## config.mk

```make
export PLATFORM = sky130hd
export DESIGN_NAME = pfd_digital
export DESIGN_NICKNAME = d
export VERILOG_FILES = /design/src/rtl/pfd_digital.sv
export SDC_FILE = /design/constraint.sdc
export NUM_CORES = 1
export LEC_CHECK = 0
export CAP_MARGIN = 20
export CELL_PAD_IN_SITES_DETAIL_PLACEMENT = 0
export CELL_PAD_IN_SITES_GLOBAL_PLACEMENT = 1
export CORE_MARGIN = 2
export CORE_UTILIZATION = 45
export DETAILED_ROUTE_END_ITERATION = 10
export PLACE_DENSITY = 0.88
export SLEW_MARGIN = 0
export SYNTH_ARGS = -nofsm -noshare
export SYNTH_HDL_FRONTEND = slang
export SYNTH_SLANG_ARGS = --single-unit
```

## constraint.sdc

```tcl
create_clock -name clk -period 2.64 [get_ports clk]
set_input_delay 0.528 -clock clk [delete_from_list [all_inputs] [get_ports clk]]
set_output_delay 0.528 -clock clk [all_outputs]
set_load 0.05 [all_outputs]
```

## src/rtl/pfd_digital.sv

```systemverilog
// pfd_digital: oversampled phase-frequency detector with anti-dead-zone reset pulse, error-width report and lock detect.
module pfd_digital #(
  parameter int TRST     = 2,
  parameter int CW       = 8,
  parameter int LOCK_TOL = 1,
  parameter int LOCK_CNT = 16
) (
  input  logic          clk,
  input  logic          rstn,
  input  logic          en,
  input  logic          ref_in,
  input  logic          fb_in,
  output logic          up,
  output logic          dn,
  output logic [CW-1:0] err_width,
  output logic          err_sign,
  output logic          lock
);
  localparam int TR = (TRST < 1) ? 1 : TRST;
  localparam int RW = $clog2(TR + 1);
  localparam logic [RW-1:0] TR_LD = RW'(TR - 1);
  localparam logic [CW-1:0] TOL = CW'(LOCK_TOL);
  localparam logic [CW-1:0] LCNT = CW'(LOCK_CNT);
  localparam logic [CW-1:0] ONE = CW'(1);
  typedef enum logic [1:0] {IDLE, UP, DN, BOTH} state_t;
  state_t state_q, state_d;
  logic [2:0] ref_q, fb_q;
  logic [RW-1:0] trst_q, trst_d;
  logic [CW-1:0] width_q, width_d, lcnt_q, lcnt_inc, ew;
  logic ref_rise, fb_rise, in_pulse, sat, enter_both, good;
  always_comb begin
    ref_rise = ref_q[1] & ~ref_q[2];
    fb_rise = fb_q[1] & ~fb_q[2];
    in_pulse = state_q == UP || state_q == DN;
    sat = in_pulse && width_q == '1;
    state_d = !en ? IDLE :
              state_q == IDLE ? (ref_rise && fb_rise ? BOTH : ref_rise ? UP : fb_rise ? DN : IDLE) :
              state_q == UP ? (fb_rise ? BOTH : UP) :
              state_q == DN ? (ref_rise ? BOTH : DN) :
              (trst_q == '0 ? IDLE : BOTH);
    enter_both = state_d == BOTH && state_q != BOTH;
    trst_d = enter_both ? TR_LD : (trst_q != '0 ? trst_q - RW'(1) : trst_q);
    width_d = (state_d == UP || state_d == DN) ?
              (state_d != state_q ? ONE : sat ? width_q : width_q + ONE) : '0;
    ew = state_q == IDLE ? '0 : width_q;
    good = ew <= TOL;
    lcnt_inc = lcnt_q == LCNT ? lcnt_q : lcnt_q + ONE;
  end
  // A runaway pulse (saturated width) can never be a good comparison, so lock is dropped early.
  always_ff @(posedge clk or negedge rstn) begin
    if (!rstn) begin
      ref_q <= '0;
      fb_q <= '0;
      state_q <= IDLE;
      trst_q <= '0;
      width_q <= '0;
      lcnt_q <= '0;
      err_width <= '0;
      err_sign <= 1'b0;
      lock <= 1'b0;
    end else begin
      ref_q <= {ref_q[1:0], ref_in};
      fb_q <= {fb_q[1:0], fb_in};
      state_q <= state_d;
      trst_q <= trst_d;
      width_q <= width_d;
      if (enter_both) begin
        err_width <= ew;
        if (state_q != IDLE) err_sign <= state_q == UP;
        lcnt_q <= good ? lcnt_inc : '0;
        lock <= good && lcnt_inc == LCNT;
      end else if (!en) begin
        lcnt_q <= '0;
        lock <= 1'b0;
      end else if (sat) begin
        lock <= 1'b0;
      end
    end
  end
  assign up = state_q == UP || state_q == BOTH;
  assign dn = state_q == DN || state_q == BOTH;
endmodule

```

==> summary.md, run 1 <==
| Metric | Value |
|---|---|
| Drt drc | 0 |
| Post-route cell area | 2310 um^2 |
| Row count | 24 |
| Hold Path Class | register to register |
| Routed WL | around 3600 um |
| Post-synthesis cell area | 1980 um^2 |
| Flops & latches, synth | 36 |
| Status | complete, no violations |
| Worst Setup Path Type | register to primary output |
| Grt ovf | 0 |
| Slew margin rel. | between 60 and 70% |
| Final ANT Viol Nets | 0 |
| CP arrival | 2.01 ns |
| Share of async-settable or async-resettable flops after synthesis | 100% |
| Final Hold Viols | 0 |
| Fin crit period | 2.54 ns |
| Max-cap violations | 0 |
| Largest buffer count on any clock path | 2 |
| CTS buffer count | 5 |
| Post-DR vias/cell | 5.34 |
| Ys flop type | dfrtp_1 |
| Slew @ Worst Pin | 0.496 ns |
| Syn avg cell area | 10.2 um^2 |
| Initial Util | a little under half |
| Hold depth | 0 |
| CTS Hold Bufs | 0 |
| RSZ-0062 raised after global routing | no |
| Layout cell share with drive strength beyond 1 | 16.1% |
| CP Max Fanout | 5 |
| Clk_lat worst skew | 0.29 ns |
| Routed len/inst | 13.5 um |
| Worst-case reg-to-reg path depth | 10 |
| Global-route wire length before repair | 6310 um |
| Pin count of the biggest net entering global routing | 37 |
| Worst setup SP type | register |
| Critical path endpoint category | primary output |
| H-tree Lvls | 2 |
| Die height | around 70 um |
| Synthesis warning total | 0 |
| Cell taking the most area after synthesis | dfrtp_1 |
| Final setup vio count | 0 |
| Pwr Density | 803 nW/um^2 |
| Post-synth top area share | 45.5% |
| DIE WIDTH | between 70 and 80 um |
| Dpl cell area | 2220 um^2 |
| Initial antenna violation count | 0 |
| Worst vdd rail ir drop | 0.000459 V |
| Post-Route Setup TNS | 0 ns |
| Tcrit/Tclk final | between 90% and 100% |
| CTS Sinks | 36 |
| Vias in the first global route | 1,343 |
| Overall routing resource usage | between 10% and 20% |
| Placeable Area | 4290 um^2 |
| Total die area | between 4000 and 5000 um^2 |
| First-pass DRT Iterations | 4 |
| Input/output buffers | 16 |
| Clock skew | about 0.0059 ns |
| Clock Pin Slew Worst Setup and Hold Paths | 0.07 ns |
| Syn Nets | 208 |
| Final Power | roughly 0.0019 W |
| Top cells by area, synth | dfrtp_1 (46%), ha_1 (5.7%), nor3b_2 (4.4%), xor2_1 (4.0%), o21ai_0 (3.8%) |
| P_leak | ~0.99 nW |
| Layout area overhead | 17.0% |
| Number of flops mapped to enable cells by yosys | 0 |
| DRT iter0 DRCs | about 120 |
| I/O pins | 17 |
| GPL Wtd Cong | 0.821 |
| CTS root buf | clkbuf_8 |
| Nets | between 200 and 250 |
| Max Clk Rate | 0.393 GHz |
| # fillers | 399 |
| Vias | 1,437 |
| Distinct cell type count after synthesis | 45 |
| DP HPWL | 2570 um |
| ANT cells | 0 |
| Max-slew violation count | 0 |
| CTS tree | done |
| Mapped Cells | between 150 and 200 |
| Seq/Total Area, Yosys | 45.5% |
| Critical Path RT | 2.11 ns |
==> report_power, final <==
group | switching [W] | internal, W | total [W] | leakage [nW]
Combinational | 0.000465 | 0.000309 | 0.000774 | 0.471
Clock | 0.000199 | 0.000179 | 0.000378 | 0.0400
Sequential | 0.0000730 | 0.000635 | 0.000708 | 0.476
Total | 0.000737 | 0.00112 | 0.00186 | 0.987
==> stage by stage <==
stage	setup WS, ns	hold slack [ns]	util [%]	instances
after global placement	0.257	0.334	51.7	262
after floorplan	0.225	0.232	-	194
after CTS	0.0602	0.355	53.6	269
after detailed placement	0.214	0.338	51.7	262
after global routing	0.00716	0.360	53.9	269
final	0.0987	0.353	53.9	269
==> worst paths after layout <==
check | startpoint | endpoint | slack, ns
worst max-delay path | state_q[1] | up | 0.1
worst min-delay path | fb_q[0] | fb_q[1] | 0.35
worst max register to register | state_q[1] | lcnt_q[6] | 0.21
worst min register to register | fb_q[0] | fb_q[1] | 0.35
max in group asynchronous | rstn | lcnt_q[3] | 1.68
min in group asynchronous | rstn | err_width[6] | 0.64
==> state kept, by name (all words and copies together) (netlist names) <==
signal,count
lock,1
err_width,8
width_q,8
err_sign,1
lcnt_q,8
fb_q,3
trst_q,2
state_q,2
ref_q,3
==> cells by family (layout without fill, tap and decap cells) <==
| family | count (synthesis) | after routing | share of synthesized area [%] |
|---|---|---|---|
| XOR/XNOR | 11 | 11 | 4.87 |
| adder cells (fa/ha/maj) | 9 | 9 | 5.69 |
| AND/OR/NAND/NOR | 84 | 84 | 26.4 |
| flip-flops | 36 | 36 | 45.5 |
| buffers and inverters | 16 | 39 | 3.35 |
| AO/OA/AOI/OAI | 35 | 35 | 12.6 |
| multiplexers | 3 | 3 | 1.58 |
==> routing by layer <==
layer / vias up / wire length [um] / track usage, %
met2: 29 / 1740 / 25.1
met4: 0 / 39 / 5.34
met5: - / 0 / 0
met1: 675 / 1710 / 21.5
met3: 5 / 152 / 5.34
li1: 728 / - / -
==> cell usage after synthesis (all sizes together) (2+ instances only) <==
| library cell | count |
|---|---|
| nor2 | 11 |
| nor4 | 2 |
| nand2 | 17 |
| or3 | 3 |
| a211oi | 2 |
| dfrtp | 36 |
| mux2i | 2 |
| o21ai | 16 |
| nor3b | 7 |
| buf | 3 |
| xnor2 | 2 |
| or2 | 2 |
| and4 | 3 |
| ha | 9 |
| nor3 | 4 |
| o21a | 2 |
| xor2 | 9 |
| nand4 | 5 |
| nor4b | 2 |
| clkbuf | 3 |
| nand2b | 10 |
| nor2b | 2 |
| nand3 | 9 |
| a21oi | 6 |
| and3 | 5 |
| inv | 10 |
==> worst max-delay path: stages, from the launching register on <==
cell	delay, ns
dfrtp_1	0.40
inv_1	0.11
ha_2	0.22
or2_2	0.29
clkdlybuf4s50_1	0.70
==> area by class of cell <==
| class | instances | area [um^2] | share of cell area (%) |
|---|---|---|---|
| timing repair buffer | 22 | 205 | 8.86 |
| inverter | 10 | 37.5 | 1.62 |
| multi-input combinational | 142 | 1020 | 44.3 |
| clock buffer | 5 | 68.8 | 2.97 |
| clock inverter | 2 | 12.5 | 0.541 |
| tap | 52 | 65.1 | 2.81 |
| sequential | 36 | 901 | 38.9 |
==> timing repair <==
item,in CTS,in global routing
resized for setup,0,4
setup buffers,0,0
setup endpoints to repair,0,7
==> cell usage in the layout (no fill, tap or decap), drive strengths merged, types with 3 or more instances in the layout <==
cell type      Yosys  layout
buf                3       6
nand2b            10      10
clkdlybuf4s50      0      16
inv               10      10
o21ai             16      16
and3               5       5
a21oi              6       6
nand4              5       5
and4               3       3
or3                3       3
nand3              9       9
xor2               9       9
clkbuf             3       5
dfrtp             36      36
nor3               4       4
nor3b              7       7
nor2              11      11
nand2             17      17
ha                 9       9
(Power assumes the default switching activity.)
==> inputs of run 2 (changes only) <==
==> constraint.sdc (replaced) <==
create_clock -name clk -period 2.64 [get_ports clk]
set_input_delay 0.396 -clock clk [delete_from_list [all_inputs] [get_ports clk]]
set_output_delay 0.396 -clock clk [all_outputs]
set_load 0.05 [all_outputs]
==> run 2 against run 1 <==
Against the previous run: final cell count down 0.37%; count of clock-buffer cells in the layout did not move; critical path depth rose by 6; non-clock buffer count down 1; clock power is essentially flat; sequential power hardly changed; wire length shrank 1.7%; register-to-register slack worse by 0.07 ns; combinational power down 2%; die area stayed put; total power down 1.2%; critical endpoint is now lcnt_q[6]; largest cell class unchanged; largest power group unchanged.
==> summary.md, run 2 (synthesis gave the netlist of run 1 again) <==
| Metric | Value |
|---|---|
| Initial Util | 46.1% (unchanged) |
| Status | complete, no violations |
| Final ANT Viol Nets | 0 (unchanged) |
| Fin crit period | 2.50 ns (-0.0419 ns) |
| Critical path endpoint category | register |
| Overall routing resource usage | 16.3% (+0.061 points) |
| Clock Pin Slew Worst Setup and Hold Paths | 0.07 ns (about the same) |
| Routed len/inst | 13.4 um (-1.3%) |
| CP arrival | 2.71 ns (+0.70 ns) |
| Worst hold margin | 0.354 ns (+0.000750 ns) |
| Row count | 24 (unchanged) |
| DIE WIDTH | 70.3 um (unchanged) |
| First-pass DRT Iterations | 6 (+2) |
| Layout cell share with drive strength beyond 1 | 14.4% (-1.8 points) |
| Slew margin rel. | 65.5% (-1.4 points) |
| Drt drc | 0 (unchanged) |
| Top flop regs | err_width x8, lcnt_q x8, width_q x8 |
| Vias in the first global route | 1,434 (+6.8%) |
| CTS tree | done |
| Max-cap violations | 0 (unchanged) |
| CTS Sinks | 36 (unchanged) |
| Layout area overhead | 16.1% |
| Initial antenna violation count | 0 (unchanged) |
| CTS root buf | clkbuf_8 |
| Clock skew | 0.00551 ns (-0.000362 ns) |
| RSZ-0062 raised after global routing | no |
| Worst vdd rail ir drop | 0.000378 V (-18%) |
| Vias | 1,457 (+1.4%) |
| Hold Path Class | register to register |
| Internal reg-to-reg setup slack | 0.14 ns (-0.07 ns) |
| Largest buffer count on any clock path | 2 (unchanged) |
| Total die area | 4940 um^2 (unchanged) |
| Kind of cell adding the most delay to the critical path | simple AND/OR/NAND/NOR gates |
| Max-slew violation count | 0 (unchanged) |
| Global-route wire length before repair | 6360 um (+0.87%) |
| Grt ovf | 0 (unchanged) |
| I/O pins | 17 (unchanged) |
| Tcrit/Tclk final | 94.7% (-1.6 points) |
| Worst Setup Path Type | register to register |
| CTS buffer count | 5 (unchanged) |
| Pwr Density | 800 nW/um^2 (-0.38%) |
| CTS Hold Bufs | 0 (unchanged) |
| Max Clk Rate | 0.400 GHz (+1.7%) |
| Nets | 230 (-0.43%) |
| Die height | 70.3 um (unchanged) |
| DRT iter0 DRCs | 66 (-45%) |
| GPL Wtd Cong | 0.857 (+4.3%) |
| Pin count of the biggest net entering global routing | 37 (unchanged) |
| Clk_lat worst skew | 0.29 ns (about the same) |
| DP HPWL | 2550 um (-0.60%) |
| Post-Route Setup TNS | 0 ns (unchanged) |
| Final setup vio count | 0 (unchanged) |
| CP peak stage delay | 0.45 ns (-0.25 ns) |
| Routed WL | 3580 um (-1.7%) |
| P_leak | 0.983 nW (-0.44%) |
| CP Max Fanout | 7 (+2) |
| Slowest cell on crit path | or3_4 |
| Setup repair bufs after CTS | 0 (unchanged) |
| Most frequent cells in the layout | dfrtp_1 (36), nand2_1 (17), clkdlybuf4s50_1 (16), o21ai_0 (15), nor2_1 (11) |
| H-tree Lvls | 2 (unchanged) |
| Final Hold Viols | 0 (unchanged) |
| Worst setup SP type | register |
| Worst path bufs/invs | 1 (-1) |
| Input/output buffers | 16 (unchanged) |
| ANT cells | 0 (unchanged) |
| Critical Path RT | 2.86 ns (+0.75 ns) |
| Post-DR vias/cell | 5.44 (+1.8%) |
| Slew @ Worst Pin | 0.517 ns (+0.0211 ns) |
| Cell Chain, Critical Path | inv_1 -> ha_1 -> nor4b_1 -> nand2b_1 -> nor2_1 -> ha_1 -> nand2b_1 -> or3_4 -> or3_1 -> o21ai_2 |
| Placeable Area | 4290 um^2 (unchanged) |
| Most common cell after layout, fill and taps aside | dfrtp_1 |
[run 2: worst paths after layout]
kind / start / end / depth (start not counted)
max in group asynchronous: rstn / err_width[4] / 2
min in group asynchronous: rstn / err_width[6] / 2
worst min register to register: ref_q[0] / ref_q[1] / 0
worst min-delay path: ref_q[0] / ref_q[1] / 0
worst max-delay path: state_q[1] / lcnt_q[6] / 10
worst max register to register: state_q[1] / lcnt_q[6] / 10
[run 2: what timing repair did]
action	CTS	global route
resized for setup	0	1
endpoints found under the setup margin	0	1
hold endpoints to repair	0	0
[run 2: layer usage]
layer  track usage, %  part of all wire (%)  vias to the layer above  wire length [um]
li1                 -                     -                      725                 -
met5                0                     0                        -                 0
met2             25.9                    46                       36              1640
met1             20.7                    48                      685              1730
met4             8.12                   2.2                        0                79
met3             3.90                   3.7                       11               133
[run 2: final cells by class]
type                       count  area [um^2]
inverter                      10         37.5
fill                         414         2000
clock inverter                 2         12.5
timing repair buffer          21          198
sequential                    36          901
tap                           52         65.1
multi-input combinational    142         1010
clock buffer                   5         68.8
[run 2: worst register-to-register path: stages, from the launching register on]
cell	delay, ns
dfrtp_1	0.42
inv_1	0.13
ha_1	0.26
nor4b_1	0.09
nand2b_1	0.17
nor2_1	0.17
ha_1	0.17
nand2b_1	0.16
or3_4	0.45
or3_1	0.37
o21ai_2	0.06
[run 2: stage by stage]
step / instances / setup slack [ns] / power (W) / cell area [um^2] / utilization (%)
global route: 268 / 0.0109 / 0.00197 / 2300 / 53.5
floorplan: 194 / 0.225 / 0.00126 / 1980 / -
global placement: 261 / 0.211 / 0.00147 / 2210 / 51.5
finish: 268 / 0.141 / 0.00184 / 2300 / 53.5
detailed placement: 261 / 0.159 / 0.00148 / 2210 / 51.5
CTS: 268 / 0.134 / 0.00186 / 2290 / 53.4
[run 2: power breakdown]
part / internal, W / switching, W / total (W)
Combinational: 0.000298 / 0.000457 / 0.000756
Sequential: 0.000635 / 0.0000719 / 0.000707
Clock: 0.000179 / 0.000196 / 0.000375
